**src/rtl/traffic_pkg.sv**
```systemverilog
// Shared encodings and default intervals for the traffic interval timer.
// No logic; pure constants, state type and the interval clamp helper.
package traffic_pkg;

  localparam logic [1:0] SEL_BASE = 2'd0;
  localparam logic [1:0] SEL_EXT  = 2'd1;
  localparam logic [1:0] SEL_YEL  = 2'd2;
  localparam logic [1:0] SEL_RSVD = 2'd3;

  typedef enum logic {
    ST_IDLE = 1'b0,
    ST_RUN  = 1'b1
  } state_t;

  localparam int TICK_DIV_DEF = 100000000;
  localparam int CNT_W_DEF    = 4;
  localparam int T_BASE_DEF   = 6;
  localparam int T_EXT_DEF    = 3;
  localparam int T_YEL_DEF    = 2;

  // A zero-length interval would never expire; run it as one second instead.
  function automatic int clamp_interval(input int t);
    return (t < 1) ? 1 : t;
  endfunction

endpackage

```
**src/rtl/tick_prescaler.sv**
```systemverilog
// Seconds prescaler: tick is high on the last of every TICK_DIV enabled cycles.
// Latency: first tick TICK_DIV-1 cycles after clr/enable; no backpressure, clr wins over en.
module tick_prescaler #(
  parameter int TICK_DIV = 4
) (
  input  logic clock,
  input  logic reset,
  input  logic clr,
  input  logic en,
  output logic tick
);

  localparam int W = (TICK_DIV > 2) ? $clog2(TICK_DIV) : 1;
  localparam logic [W-1:0] LAST = W'(TICK_DIV - 1);

  if (TICK_DIV < 2) begin : g_bad_div
    $error("tick_prescaler: TICK_DIV must be at least 2");
  end

  logic [W-1:0] r_cnt;

  // Held at zero while disabled so every run starts a full tick period.
  always_ff @(posedge clock) begin
    if (!reset || clr || !en) begin
      r_cnt <= '0;
    end else if (r_cnt == LAST) begin
      r_cnt <= '0;
    end else begin
      r_cnt <= r_cnt + W'(1);
    end
  end

  assign tick = en && (r_cnt == LAST);

endmodule

```
**src/rtl/traffic_interval_timer.sv**
```systemverilog
// Interval timer + walk latch for traffic_light_fsm; expired fires N*TICK_DIV cycles after start.
// No backpressure: start always (re)loads; TRAFFIC_WALK_SYNC_EN adds a 2-flop walk synchronizer.
module traffic_interval_timer
  import traffic_pkg::*;
#(
  parameter int TICK_DIV = TICK_DIV_DEF,
  parameter int CNT_W    = CNT_W_DEF,
  parameter int T_BASE   = T_BASE_DEF,
  parameter int T_EXT    = T_EXT_DEF,
  parameter int T_YEL    = T_YEL_DEF
) (
  input  logic             clock,
  input  logic             reset,
  input  logic             start,
  input  logic [1:0]       sel,
  input  logic             walk,
  input  logic             walk_clr,
  output logic             busy,
  output logic             expired,
  output logic [CNT_W-1:0] sec_remaining,
  output logic             walk_req
);

  localparam int T_BASE_C = clamp_interval(T_BASE);
  localparam int T_EXT_C  = clamp_interval(T_EXT);
  localparam int T_YEL_C  = clamp_interval(T_YEL);

  if (T_BASE_C >= (1 << CNT_W) || T_EXT_C >= (1 << CNT_W) || T_YEL_C >= (1 << CNT_W)) begin : g_bad_interval
    $error("traffic_interval_timer: interval does not fit in CNT_W bits");
  end

  localparam logic [CNT_W-1:0] LOAD_BASE = CNT_W'(T_BASE_C);
  localparam logic [CNT_W-1:0] LOAD_EXT  = CNT_W'(T_EXT_C);
  localparam logic [CNT_W-1:0] LOAD_YEL  = CNT_W'(T_YEL_C);

  state_t           r_state;
  state_t           w_state_nxt;
  logic [CNT_W-1:0] r_count;
  logic [CNT_W-1:0] w_count_nxt;
  logic [CNT_W-1:0] w_load;
  logic             r_expired;
  logic             w_expired_nxt;
  logic             w_tick;
  logic             w_walk;
  logic             r_walk_req;

  tick_prescaler #(
    .TICK_DIV (TICK_DIV)
  ) u_prescaler (
    .clock (clock),
    .reset (reset),
    .clr   (start),
    .en    (r_state == ST_RUN),
    .tick  (w_tick)
  );

  always_comb begin
    case (sel)
      SEL_EXT:  w_load = LOAD_EXT;
      SEL_YEL:  w_load = LOAD_YEL;
      SEL_BASE,
      SEL_RSVD: w_load = LOAD_BASE;
      default:  w_load = LOAD_BASE;
    endcase
  end

  // start outranks the final tick, so a retrigger never produces a stale expiry.
  always_comb begin
    w_state_nxt   = r_state;
    w_count_nxt   = r_count;
    w_expired_nxt = 1'b0;
    if (start) begin
      w_state_nxt = ST_RUN;
      w_count_nxt = w_load;
    end else if (r_state == ST_RUN && w_tick) begin
      w_count_nxt = r_count - CNT_W'(1);
      if (r_count == CNT_W'(1)) begin
        w_state_nxt   = ST_IDLE;
        w_expired_nxt = 1'b1;
      end
    end
  end

  always_ff @(posedge clock) begin
    if (!reset) begin
      r_state   <= ST_IDLE;
      r_count   <= '0;
      r_expired <= 1'b0;
    end else begin
      r_state   <= w_state_nxt;
      r_count   <= w_count_nxt;
      r_expired <= w_expired_nxt;
    end
  end

`ifdef TRAFFIC_WALK_SYNC_EN
  logic r_walk_s1;
  logic r_walk_s2;

  always_ff @(posedge clock) begin
    if (!reset) begin
      r_walk_s1 <= 1'b0;
      r_walk_s2 <= 1'b0;
    end else begin
      r_walk_s1 <= walk;
      r_walk_s2 <= r_walk_s1;
    end
  end

  assign w_walk = r_walk_s2;
`else
  assign w_walk = walk;
`endif

  // Set beats clear so a press coinciding with an acknowledge is not lost.
  always_ff @(posedge clock) begin
    if (!reset) begin
      r_walk_req <= 1'b0;
    end else if (w_walk) begin
      r_walk_req <= 1'b1;
    end else if (walk_clr) begin
      r_walk_req <= 1'b0;
    end
  end

  assign busy          = (r_state == ST_RUN);
  assign expired       = r_expired;
  assign sec_remaining = r_count;
  assign walk_req      = r_walk_req;

endmodule

```
**config.mk**
```make
export PLATFORM = sky130hd
export DESIGN_NAME = traffic_interval_timer
export DESIGN_NICKNAME = d
export VERILOG_FILES = /design/src/rtl/traffic_pkg.sv /design/src/rtl/tick_prescaler.sv /design/src/rtl/traffic_interval_timer.sv
export SDC_FILE = /design/constraint.sdc
export NUM_CORES = 1
export LEC_CHECK = 0
export BUFFER_PORTS_ARGS = -buffer_cell sky130_fd_sc_hd__buf_2
export CELL_PAD_IN_SITES_DETAIL_PLACEMENT = 0
export CELL_PAD_IN_SITES_GLOBAL_PLACEMENT = 2
export CORE_MARGIN = 3
export CORE_UTILIZATION = 39
export CTS_CLUSTER_DIAMETER = 150
export DETAILED_ROUTE_END_ITERATION = 6
export PLACE_DENSITY = 0.78
export SLEW_MARGIN = 20
export SYNTH_ARGS = -nofsm -noshare
export SYNTH_HDL_FRONTEND = slang
export SYNTH_HIERARCHICAL = 1
export SYNTH_SLANG_ARGS = --single-unit
```
**constraint.sdc**
```tcl
create_clock -name clock -period 4.5 [get_ports clock]
set_input_delay 0.9 -clock clock [delete_from_list [all_inputs] [get_ports clock]]
set_output_delay 0.9 -clock clock [all_outputs]
set_load 0.02 [all_outputs]
```
== Yosys cells after proc, flatten, opt, wreduce, memory -nomap -nowiden ==
Cells that the tools add are included.

* Word-level logic and storage cells: 37
* Input port bits: 7
* Register bits: 34
* Output and inout bits: 7

* Equality and inequality tests: 5
* Multiplexer cells: 9
* Reductions and logical operators: 14
* Bitwise gates (word level): 2
* $add $sub $neg: 2

{| class="wikitable"
|+ Operators with widths
! kind !! count
|-
| $add 27x1->27 const B || 1
|-
| $eq 27x27->1 const B || 1
|-
| $pmux 4 s3 || 1
|-
| $mux 4 || 2
|-
| $mux 1 || 6
|-
| $reduce_bool 2->1 || 3
|-
| $eq 2x2->1 const B || 2
|-
| $eq 4x1->1 const B || 1
|-
| $reduce_or 2->1 || 2
|-
| $sub 4x1->4 const B || 1
|-
| $reduce_or 3->1 || 1
|-
| $eq 2x1->1 const B || 1
|-
| $logic_and 1x1->1 || 2
|-
| $logic_not 1->1 || 2
|-
| $logic_not 2->1 || 1
|-
| $logic_or 1x1->1 || 2
|-
| $not 1->1 || 2
|-
| $reduce_and 2->1 || 1
|}

== Depth between registers and ports, before layout ==
* Depth after elaboration: 5
* Depth in mapped cells: 7

== Cells and area by module ==
The synthesis kept the hierarchy.

{| class="wikitable"
|+ By module, submodules not included
! module !! cells each !! sequential area each (µm²) !! area an instance (µm²) !! times used
|-
| tick_prescaler || 147 || 540.5 || 1346.3 || 1
|-
| traffic_interval_timer || 36 || 140.1 || 322.8 || 1
|}

== Worst setup path after synthesis ==
No wires, ideal clock.

* Kind: register to register
* Start point: register u_prescaler.r_cnt[12]
* End point: register r_count[3], in the netlist sec_remaining[3]
* Data required time: 4.430 ns
* Arrival time: 1.888 ns
* Path slack: 2.542 ns
* Path buffers: 0
* Cell stages (with the launch flop): 7
* Clock period less this slack: 1.958 ns
* Path through: dfxtp_1 > nor4b_2 > nand4_1 > nor4_1 > nand2_1 > or3_1 > a21oi_1

* Longest elaborated chain between the ends: 4

{| class="wikitable"
|+ RTL lines
! item !! RTL line !! text
|-
| start, declared || tick_prescaler.sv:20 || <nowiki>logic [W-1:0] r_cnt;</nowiki>
|-
| start signal, assigned || tick_prescaler.sv:29 || <nowiki>r_cnt <= r_cnt + W'(1);</nowiki>
|-
| $eq 27x27->1 || tick_prescaler.sv:33 || <nowiki>assign tick = en && (r_cnt == LAST);</nowiki>
|-
| $logic_and 1x1->1 || tick_prescaler.sv:33 ||
|-
| via w_tick || traffic_interval_timer.sv:43 || <nowiki>logic w_tick;</nowiki>
|-
| $logic_and 1x1->1 || traffic_interval_timer.sv:75 || <nowiki>end else if (r_state == ST_RUN && w_tick) begin</nowiki>
|-
| $reduce_bool 2->1 (no line) || - ||
|-
| end signal, assigned || traffic_interval_timer.sv:91 || <nowiki>r_count <= w_count_nxt;</nowiki>
|-
| end, declared || traffic_interval_timer.sv:38 || <nowiki>logic [CNT_W-1:0] r_count;</nowiki>
|}

The timed path passes the listed nets, and every way through them passes these cells.
A chain may end at the register's enable or synchronous reset.

== Final worst setup path ==
* Start point: register u_prescaler.r_cnt[0]
* End point: register r_count[3], in the netlist sec_remaining[3]

Same word-level chain as after synthesis.

==> impl_metrics.toml <==
[cts]
hold_buffers = 0
cts-resized-gates = 0
cts.clk_slew.worst_paths_ps = 70
cts_tree = "done"
cts.path.max_buffers = 2
cts.sinks = 34
clock-root-buffer = "clkbuf_8"
numCtsBuffers = 5
post-cts-setup-buffers = 0
clk_latency_ps = 290
htree_levels = 2

[sta]
max_freq_mhz = 444
worst_pin_slew_ps = 506
hold_slack_ps = 467
relSlewSlack_pct = 66.0
fin_crit_ps = 2250
setup_violations = 0
setup_ws_ps = 2250
hold_viol = 0
clock_skew_ps = 3.73
finalSetupTns_ps = 0
grt_setup_unrepaired = "no"
period_share_pct = 50.1
final-max-slew-violation-count = 0

[synth]
yosys.area_share.simple_pct = 30.8
synth_fp_nets = 194
syn-mean-instance-area_sq_um = 9.12
synth_area_sq_um = 1670
ys_types = 36
synth_fa_ha_area_share_pct = 3.00
synth.area.top_cells = "dfxtp_1 41%, xor2_1 6.8%, a21oi_1 4.2%"
yosysTopAreaCellShare_pct = 40.8
synthCells = 183
synth-xor-area-share_pct = 7.87
synth-compound-area-share_pct = 12.8
yosys.area.top_type = "dfxtp_1"
ys_seq_area_share_pct = 40.8
ys_ff_latch = 34
yosysWarnings = 6
synth_top_family_by_area = "simple AND/OR/NAND/NOR gates"
synthMuxAreaShare_pct = 0.600

[placed_design]
port_buffers = 13
dpl_worst_slack_ps = 2280
hpwl_mm = 2.65
globalplace.congestion = 0.791
place_area_sq_um = 1760

[power]
vdd_drop_max_v = 0.000122
leakage_nw = 0.638
power_density_nw_per_um2 = 326

[final_layout]
drive_above_1_share_pct = 17.5
n_antenna_cell = 0
nNetsFinal = 210
synthToLayoutAreaGrowth_pct = 11.7
final_cell_area_sq_um = 1860
fin_util_pct = 45.9

[detailed_routing]
routedWlPerCell_microns = 14.6
routed-via-count = 1399
ant_nets = 0
drt_iter0_markers = 93
wl_mm = 3.64
drc = 0
viasPerCell = 5.60
firstDrtPassIters = 4

[run_status]
status = "completed"

[global_routing]
grt_pass1_vias = 1357
grt_max_degree = 20
antenna_found_initial = 0
grt_usage_pct = 15.2
overflow = 0
grt_pass1_wl_mm = 6.12

[setup_path]
cp-start-kind = "flip-flop"
required_ps = 4720
worstPathArrival_ps = 2470
cp_max_fo = 5
end_kind = "flip-flop"
crit_type = "reg -> reg"

[die]
std_cell_rows = 23
dieArea_sq_um = 5100
io_pins = 14
fp.dieH_microns = 71.4
core_sq_um = 4060
start_util_pct = 41.1
die_w_microns = 71.4

[run]
max_cap_viol_count = 0

[worst_hold_path]
hp-class = "reg -> reg"
==> logic make-up (layout without fill, tap and decap cells) <==
group	count (synthesis)	count (layout)
multiplexers	1	1
AND/OR/NAND/NOR	83	83
buffers and inverters	11	28
flip-flops	34	34
adder cells (fa/ha/maj)	4	4
XOR/XNOR	15	15
AO/OA/AOI/OAI	35	35
==> registers in the layout (all words and copies together) (netlist names) <==
signal,flops
busy,1
expired,1
sec_remaining,4
u_prescaler/r_cnt,27
walk_req,1
==> path summary, 6_finish.rpt <==
path,start,endpoint,slack (ps),depth (start not counted)
hold / removal,u_prescaler/r_cnt[0]$_SDFF_PP0_,u_prescaler/r_cnt[0]$_SDFF_PP0_,470,1
setup reg to reg,u_prescaler/r_cnt[0]$_SDFF_PP0_,sec_remaining[3]$_SDFFE_PN0P_,2250,7
setup / recovery,u_prescaler/r_cnt[0]$_SDFF_PP0_,sec_remaining[3]$_SDFFE_PN0P_,2250,7
hold reg to reg,u_prescaler/r_cnt[0]$_SDFF_PP0_,u_prescaler/r_cnt[0]$_SDFF_PP0_,470,1
==> power breakdown <==
part	internal (mW)	switching (mW)
combinational	0.0103	0.0167
sequential	0.304	0.00317
clock	0.166	0.108
total	0.480	0.128
==> per-stage QoR <==
| step | std cells | total power, mW |
|---|---|---|
| 2_1_floorplan | 183 | 0.331 |
| 3_3_place_gp | 242 | 0.341 |
| 3_5_place_dp | 242 | 0.341 |
| 4_1_cts | 250 | 0.617 |
| 5_1_grt | 250 | 0.631 |
| 6_report | 250 | 0.608 |
==> routing by layer <==
metal / up-vias / part of all wire (%) / global-route usage [%]
li1: 705 / - / -
met1: 665 / 49 / 19.1
met2: 23 / 46 / 24.6
met3: 6 / 3.3 / 4.49
met4: 0 / 1.7 / 5.64
met5: - / 0 / 0
==> critical path, stage by stage, from the launching register on <==
cell and delay, ps:
dfxtp_1 370, ha_1 220, and4_2 300, nand2_1 120
nor4_1 400, nand2_1 240, or3_1 390, a21oi_1 140
==> cells in the final DEF (no fill, tap or decap), types with 2 or more instances in the layout <==
cell type  count
buf_2         13
or3_1          9
clkbuf_1       2
clkbuf_8       5
or4_1          3
o21ai_0       12
xor2_1        13
ha_1           4
nor3_1         2
nor2_2         5
nor2_1        13
and3_2         2
o31ai_1        4
inv_1          6
nand4_1       10
xnor2_1        2
nand3_1       11
and3_1         3
nand2_1       10
a21oi_1       14
dfxtp_1       34
and4_1         6
o21a_1         2
==> synthesized netlist by cell type <==
cell type,number
and4_1,6
ha_1,4
or4_1,3
o21a_1,2
and4_2,1
nor3_1,2
or4_4,1
nand3_1,11
nor2_1,13
xor2_1,13
buf_2,1
or3_2,1
nor2_2,5
a21oi_2,1
nor4b_2,1
nand2_1,10
inv_1,6
nand4_1,10
nand4b_1,1
xnor2_1,2
nand3_4,1
nor4_1,1
nor2b_1,1
dfxtp_1,34
and3_1,3
o31ai_1,4
o31ai_4,1
a21oi_1,14
and3_2,2
nand4_4,1
a41oi_1,1
buf_6,3
buf_4,1
o21ai_0,12
or3_1,9
mux2i_1,1
==> area by class of cell <==
cell class | instances | area (sq um)
clock buffers | 7 | 76.3
repair buffers | 14 | 72.6
well taps | 50 | 62.6
multi-input cells | 138 | 920
inverters | 6 | 22.5
flip-flops and latches | 34 | 681
fillers | 400 | 2190
clock inverters | 1 | 30.0
No activity file was read; power rests on OpenSTA's default activity.
